`src/rtl/alu_multiword_seq.sv`:
```
// Multi-word ALU sequencer: drives a 32-bit combinational ALU one limb per cycle,
// LSB limb first, chaining carry between limbs and assembling a WORDS*32-bit result.
module alu_multiword_seq #(
    parameter int unsigned WORDS = 4
) (
    input  logic                  clk,
    input  logic                  rst,
    input  logic                  start,
    input  logic [2:0]            cmd,
    input  logic [32*WORDS-1:0]   a_in,
    input  logic [32*WORDS-1:0]   b_in,
    output logic                  busy,
    output logic                  done,
    output logic                  err,
    output logic [32*WORDS-1:0]   result,
    output logic                  carry_out,
    output logic                  overflow,
    output logic                  sign,
    output logic                  zero,
    output logic [31:0]           alu_A,
    output logic [31:0]           alu_B,
    output logic [5:0]            alu_opcode,
    output logic                  alu_CarryIn,
    input  logic [31:0]           alu_Result,
    input  logic                  alu_CarryFlag,
    input  logic                  alu_ZeroFlag,
    input  logic                  alu_OverflowFlag,
    input  logic                  alu_SignFlag
);

    localparam int unsigned W    = 32 * WORDS;
    localparam int unsigned IdxW = $clog2(WORDS);

    localparam logic [2:0] CmdAdd = 3'd0;
    localparam logic [2:0] CmdSub = 3'd1;
    localparam logic [2:0] CmdAnd = 3'd2;
    localparam logic [2:0] CmdOr  = 3'd3;
    localparam logic [2:0] CmdXor = 3'd4;

    typedef enum logic [0:0] {StIdle, StExec} state_e;

    state_e            state_q, state_d;
    logic [IdxW-1:0]   idx_q, idx_d;
    logic [W-1:0]      a_q, a_d, b_q, b_d;
    logic [2:0]        cmd_q, cmd_d;
    logic              carry_q, carry_d;
    logic              zacc_q, zacc_d;
    logic              inv_q, inv_d;
    logic              done_q, done_d;
    logic              err_q, err_d;
    logic [W-1:0]      result_q, result_d;
    logic              carry_out_q, carry_out_d;
    logic              overflow_q, overflow_d;
    logic              sign_q, sign_d;
    logic              zero_q, zero_d;
    logic              is_arith;
    logic              unused_sign;

    assign unused_sign = alu_SignFlag;
    assign is_arith    = (cmd_q == CmdAdd) || (cmd_q == CmdSub);

    always_ff @(posedge clk or posedge rst) begin
        if (rst) begin
            state_q     <= StIdle;
            idx_q       <= '0;
            a_q         <= '0;
            b_q         <= '0;
            cmd_q       <= CmdAdd;
            carry_q     <= 1'b0;
            zacc_q      <= 1'b0;
            inv_q       <= 1'b0;
            done_q      <= 1'b0;
            err_q       <= 1'b0;
            result_q    <= '0;
            carry_out_q <= 1'b0;
            overflow_q  <= 1'b0;
            sign_q      <= 1'b0;
            zero_q      <= 1'b0;
        end else begin
            state_q     <= state_d;
            idx_q       <= idx_d;
            a_q         <= a_d;
            b_q         <= b_d;
            cmd_q       <= cmd_d;
            carry_q     <= carry_d;
            zacc_q      <= zacc_d;
            inv_q       <= inv_d;
            done_q      <= done_d;
            err_q       <= err_d;
            result_q    <= result_d;
            carry_out_q <= carry_out_d;
            overflow_q  <= overflow_d;
            sign_q      <= sign_d;
            zero_q      <= zero_d;
        end
    end

    always_comb begin
        state_d     = state_q;
        idx_d       = idx_q;
        a_d         = a_q;
        b_d         = b_q;
        cmd_d       = cmd_q;
        carry_d     = carry_q;
        zacc_d      = zacc_q;
        inv_d       = 1'b0;
        // An invalid command reports one cycle after acceptance, matching a 1-limb latency
        done_d      = inv_q;
        err_d       = inv_q;
        result_d    = result_q;
        carry_out_d = carry_out_q;
        overflow_d  = overflow_q;
        sign_d      = sign_q;
        zero_d      = zero_q;
        alu_A       = 32'd0;
        alu_B       = 32'd0;
        alu_opcode  = 6'b000000;
        alu_CarryIn = 1'b0;

        unique case (state_q)
            StIdle: begin
                if (start) begin
                    if (cmd <= CmdXor) begin
                        state_d = StExec;
                        idx_d   = '0;
                        a_d     = a_in;
                        b_d     = b_in;
                        cmd_d   = cmd;
                        zacc_d  = 1'b1;
                    end else begin
                        inv_d = 1'b1;
                    end
                end
            end
            StExec: begin
                // Operand registers shift down so the current limb always sits in bits [31:0]
                alu_A = a_q[31:0];
                alu_B = (cmd_q == CmdSub) ? ~b_q[31:0] : b_q[31:0];
                unique case (cmd_q)
                    CmdAnd:  alu_opcode = 6'b000010;
                    CmdOr:   alu_opcode = 6'b000011;
                    CmdXor:  alu_opcode = 6'b000100;
                    default: alu_opcode = 6'b000000;
                endcase
                alu_CarryIn = is_arith && ((idx_q == '0) ? (cmd_q == CmdSub) : carry_q);
                a_d     = a_q >> 32;
                b_d     = b_q >> 32;
                carry_d = alu_CarryFlag;
                zacc_d  = zacc_q & alu_ZeroFlag;
                for (int i = 0; i < int'(WORDS); i++) begin
                    if (idx_q == IdxW'(i)) begin
                        result_d[32*i +: 32] = alu_Result;
                    end
                end
                if (idx_q == IdxW'(WORDS - 1)) begin
                    state_d     = StIdle;
                    idx_d       = '0;
                    done_d      = 1'b1;
                    zero_d      = zacc_q & alu_ZeroFlag;
                    sign_d      = alu_Result[31];
                    carry_out_d = is_arith & alu_CarryFlag;
                    overflow_d  = is_arith & alu_OverflowFlag;
                end else begin
                    idx_d = idx_q + IdxW'(1);
                end
            end
            default: state_d = StIdle;
        endcase
    end

    assign busy      = (state_q == StExec);
    assign done      = done_q;
    assign err       = err_q;
    assign result    = result_q;
    assign carry_out = carry_out_q;
    assign overflow  = overflow_q;
    assign sign      = sign_q;
    assign zero      = zero_q;

endmodule

```
`config.mk`:
```
export PLATFORM = sky130hd
export DESIGN_NAME = alu_multiword_seq
export DESIGN_NICKNAME = d
export VERILOG_FILES = /design/src/rtl/alu_multiword_seq.sv
export SDC_FILE = /design/constraint.sdc
export NUM_CORES = 1
export LEC_CHECK = 0
export CORE_ASPECT_RATIO = 1.5
export CORE_MARGIN = 2
export CORE_UTILIZATION = 45
export DETAILED_ROUTE_END_ITERATION = 8
export PLACE_DENSITY = 0.8
export SLEW_MARGIN = 20
export SYNTH_ARGS = -nofsm -noshare
export SYNTH_HDL_FRONTEND = slang
export SYNTH_SLANG_ARGS = --single-unit
```
`constraint.sdc`:
```
create_clock -name clk -period 36.8 [get_ports clk]
set_input_delay 7.36 -clock clk [delete_from_list [all_inputs] [get_ports clk]]
set_output_delay 7.36 -clock clk [all_outputs]
set_load 0.02 [all_outputs]
```
# == After elaboration in Yosys (flattened, before gate mapping) ==
# Index checks and enable logic that the tools add are counted.
# word_totals
reg_bits,399
output_inout_bits,206
word_cells,73
inputBits,298
# op_classes
reduce_logical,10
n_bitwise,5
n_eq_ne,9
n_lt_le_gt_ge,1
mux,29
add_sub_neg,1
# ops
op,count
2-to-1 mux 128 bit,4
one-hot mux 128 bit (2 select lines),2
2-to-1 mux 32 bit,3
inverter 32 bit,1
2-to-1 mux 1 bit,12
AND reduction 2 bit,5
one-hot mux 3 bit (3 select lines),1
== test 3 x 2 -> 1 bit (second input constant),2
2-to-1 mux 2 bit,3
2-to-1 mux 6 bit,1
== test 2 bit (second input constant),2
!= test 2 bit (second input constant),2
one-hot mux 1 bit (2 select lines),2
one-hot mux 2 bit (2 select lines),1
AND 1 bit,3
== test 3 x 1 -> 1 bit (second input constant),1
== test 3 bit (second input constant),1
<= comparator 3 bit (second input constant),1
zero test 3 bit,1
AND reduction 3 bit,1
adder 2 x 1 -> 2 bit (second input constant),1
== test 2 x 1 -> 1 bit (second input constant),1
zero test 2 bit,1
logical AND 1 bit,1
2 further kinds,2

# == Depth between registers and ports, before layout ==
# depth
depth_word,4
depth_mapped,7
ltp_nobuf,4

# == Worst setup path before layout ==
# Ideal clock, no wire load.
# synth_timing
kind,register to output
from,"register state_q, in the netlist busy"
to,output port alu_opcode[2]
path_stages_with_launch,7
arrival_ns,1.636
n_path_buf,4
t_required_ns,29.440
slack_ns,27.804
path_cell_list,dfrtp_1 > buf_6 > buf_6 > buf_4 > clkbuf_1 > nand2_1 > nor3_1
# synth_via
elab_chain_len,1
# synth_rtl
element,line_no,source
"start, declared",42,"state_e state_q, state_d;"
"start signal, assigned",64,state_q <= StIdle;
"start signal, assigned",80,state_q <= state_d;
2-to-1 mux 6 bit,120,unique case (state_q)
"end, declared",22,"output logic [5:0] alu_opcode,"
# No other way between the ends.

# == Worst setup path after layout ==
# layout_timing
from,"register state_q, in the netlist busy"
to,output port alu_A[28]
# layout_via
elab_chain_len,1
# layout_rtl
element,line_no,source
2-to-1 mux 32 bit,120,
"end, declared",20,"output logic [31:0] alu_A,"
# No other way between the ends.

==> metrics.md <==
| Metric | Value |
|---|---|
| Worst vdd ir | roughly 0.062 mV |
| DRT Pass-1 Iters | 4 |
| IO Count | roughly 500 |
| Synth top area share | 0.557 |
| Initial antenna violation count | 6 |
| Hold path startpoint | err_d |
| Crit path from | busy |
| Core Region | between 30,000 and 40,000 um2 |
| Post-Layout Cell Count | between 2,000 and 2,500 |
| Synth warnings | 0 |
| Power per cell area | approximately 90 nW/um2 |
| Clk slew on worst S/H paths | roughly 0.06 ns |
| Fmax | 88.1 MHz |
| Final core utilization | 0.623 |
| Reg2reg start | busy |
| Static Leakage | between 10 and 15 nW |
| Hold Path Class | flip-flop to flip-flop |
| Setup-failing EPs final | 0 |
| Largest net degree at the start of global routing | 135 |
| CP endpoint kind | primary output |
| Die area | 41,400 um2 |
| Hold Vio Cnt, Final | 0 |
| Global-route wire length before repair | ~72,000 um |
| Top-count cell post-synth | mux2_2 |
| Synthesis-stage register bit count | 398 |
| Remaining antenna violation count | 0 |
| Post-CTS resize count | 0 |
| Slew @ Worst Pin | 1.00 ns |
| Fillers | between 2,000 and 3,000 |
| Routed WL | between 40,000 and 50,000 um |
| Worst setup SP type | flip-flop |
| Count of input and output buffers | about 500 |
| FF/Latch Area | around 10000 um2 |
| Number of global-route vias before repair | ~12,000 |
| GRT Total Usage | 0.223 |
| Syn avg cell area | between 10 and 15 um2 |
| Worst relative slew slack | 0.331 |
| Synth area leader | dfrtp_1 |
| Max-slew violation count | 0 |
| Initial core utilization | 0.455 |
| Sequential fraction of the synthesis area | 0.557 |
| Status | finished clean |
| Vias/cell | roughly 5.2 |
| Final #Nets | around 2,000 |
| H-tree levels | 2 |
| Area of the multi-input gates | 7310 um2 |
| Synth cell types | 27 |
| Routed len/inst | 21.4 um |
| Die H | 248 um |
| Max Buffers Root-to-Sink | 3 |
| Largest cells by area after synthesis | dfrtp_1 56%, mux2_2 31%, a22o_1 3.3%, and2_1 2.3%, xor2_1 1.6% |
| # Max-Cap Violations | 0 |
| Crit path max-delay family | buffers and inverters |
| Syn Inst Count | 1,198 |
| RSZ-0062 raised after global routing | no |
| CTS tree | built |
| CP Max Fanout | 83 |
| CP max stage delay | 0.90 ns |
| Tcrit/Tclk final | 0.308 |
| Syn Std Cell Area | 17,900 um2 |
| DP HPWL | about 34,000 um |
| DR iter-0 viols | around 460 |
| Die X | approximately 170 um |
| Sink Count | roughly 400 |
| Grt ovf | 0 |
| Post-synth ARST share | 1.00 |
| Clock skew | a little over 0.01 ns |
| EDFF count, synth | 0 |
| Root Driver | clkbuf_16 |
| Remaining DRCs | 0 |
| Clk_lat worst skew | between 0.5 and 0.6 ns |
| Area added between synthesis and finish | 37.0% |
| Postcts setup bufs | 0 |
| Most common cell on crit path | buf_4 |
| Total CTS buffers | 40 |
| Rows | 89 |
| Setup TNS Final | 0 ns |
| Crit-path cells | buf_4 > buf_4 > and2_1 > clkdlybuf4s50_1 |
| Slowest stage cell, crit path | buf_4 |
| Crit path DAT | roughly 4 ns |
| Minimum clock period | about 11 ns |
| GPL Wtd Cong | between 0.8 and 0.9 |
| CP bufs+invs | 3 |
| Routed via count | 11,512 |
| Crit path required time | between 20 and 30 ns |
| Dominant synthesized flop cell | dfrtp_1 |
| Dpl cells | around 2,100 |
| Critical path type | flip-flop to primary output |
| Ratio of cells with drive above 1 in the final layout | 0.345 |
| Post-synth top cells | 498 x mux2_2, 398 x dfrtp_1, 67 x a22o_1, 65 x and2_1, 34 x buf_2 |
| Hold buffers post-CTS | 0 |
per-layer routing:
metal / up-vias / part of all wire / track usage
met2: 381 / 0.53 / 0.404
met3: 94 / 0.057 / 0.0508
met4: 0 / 0.047 / 0.110
met5: - / 0 / 0
li1: 5218 / - / -
met1: 5819 / 0.37 / 0.249
layout make-up:
cell class | instances | share of cell area
sequential | 398 | 0.407
multi-input combinational | 712 | 0.299
timing repair buffer | 517 | 0.210
clock buffer | 62 | 0.0509
tap | 500 | 0.0256
clock inverter | 11 | 0.00588
antenna | 10 | 0.00102
inverter | 3 | 0.000767
cell usage in the layout, fill, tap and decap left out, drive strengths merged:
master and instances:
a21o 1, a21oi 2, a22o 67, and2 65, buf 18, bufinv 3, clkbuf 62, clkdlybuf4s50 499
clkinv 7, clkinvlp 1, conb 3, dfrtp 398, diode 10, ha 4, inv 3, mux2 516
mux2i 1, nand2 8, nand2b 3, nor2 2, nor2b 1, nor3 2, nor3b 1, nor4b 1
o21ai 2, o22a 1, xor2 32
cells by family (layout without fill, tap and decap cells):
family / Yosys count / in the layout / synth area share
adders and majority gates: 4 / 4 / 0.00280
AOI/OAI and AO/OA: 73 / 73 / 0.0357
buffers and inverters: 90 / 593 / 0.0349
xor gates and xnor gates: 32 / 32 / 0.0157
DFF: 398 / 398 / 0.557
other: 1 / 13 / 0.000210
and+or+nand+nor: 83 / 83 / 0.0277
muxes: 517 / 517 / 0.326
registers in the layout (all words and copies together), names as in the netlist:
| register | cells |
|---|---|
| overflow | 1 |
| zero | 1 |
| idx_q | 2 |
| zacc_q | 1 |
| busy | 1 |
| cmd_q | 3 |
| done | 1 |
| a_q | 128 |
| result | 128 |
| err_d | 1 |
| b_q | 128 |
| carry_out | 1 |
| err | 1 |
| carry_q | 1 |
final timing paths:
path / to / slack (ns) / cells after the start
min in group asynchronous: result[27] / 7.39 / 2
max in group asynchronous: a_q[9] / 27.32 / 4
worst min-delay path: err / 0.37 / 0
worst max register to register: b_q[86] / 32.69 / 7
worst max-delay path: alu_A[28] / 25.45 / 4
worst min register to register: err / 0.37 / 0
metrics by stage:
stage | instance area, um2 | hold WS [ns] | power, W | worst slack [ns]
floorplan | 17900 | 0.346 | 0.00139 | 18.37
global placement | 23000 | 0.359 | 0.00174 | 26.01
detailed placement | 23000 | 0.362 | 0.00177 | 26.00
CTS | 24400 | 0.376 | 0.00221 | 25.42
global route | 24500 | 0.379 | 0.00230 | 25.23
finish | 24500 | 0.374 | 0.00218 | 25.45
report_power, final:
| group | switching [W] | leakage (nW) | internal (W) |
|---|---|---|---|
| combinational | 0.000465 | 5.09 | 0.000568 |
| clock | 0.000170 | 0.686 | 0.000255 |
| sequential | 0.000101 | 4.99 | 0.000626 |
No activity file was read; power rests on OpenSTA's default activity.
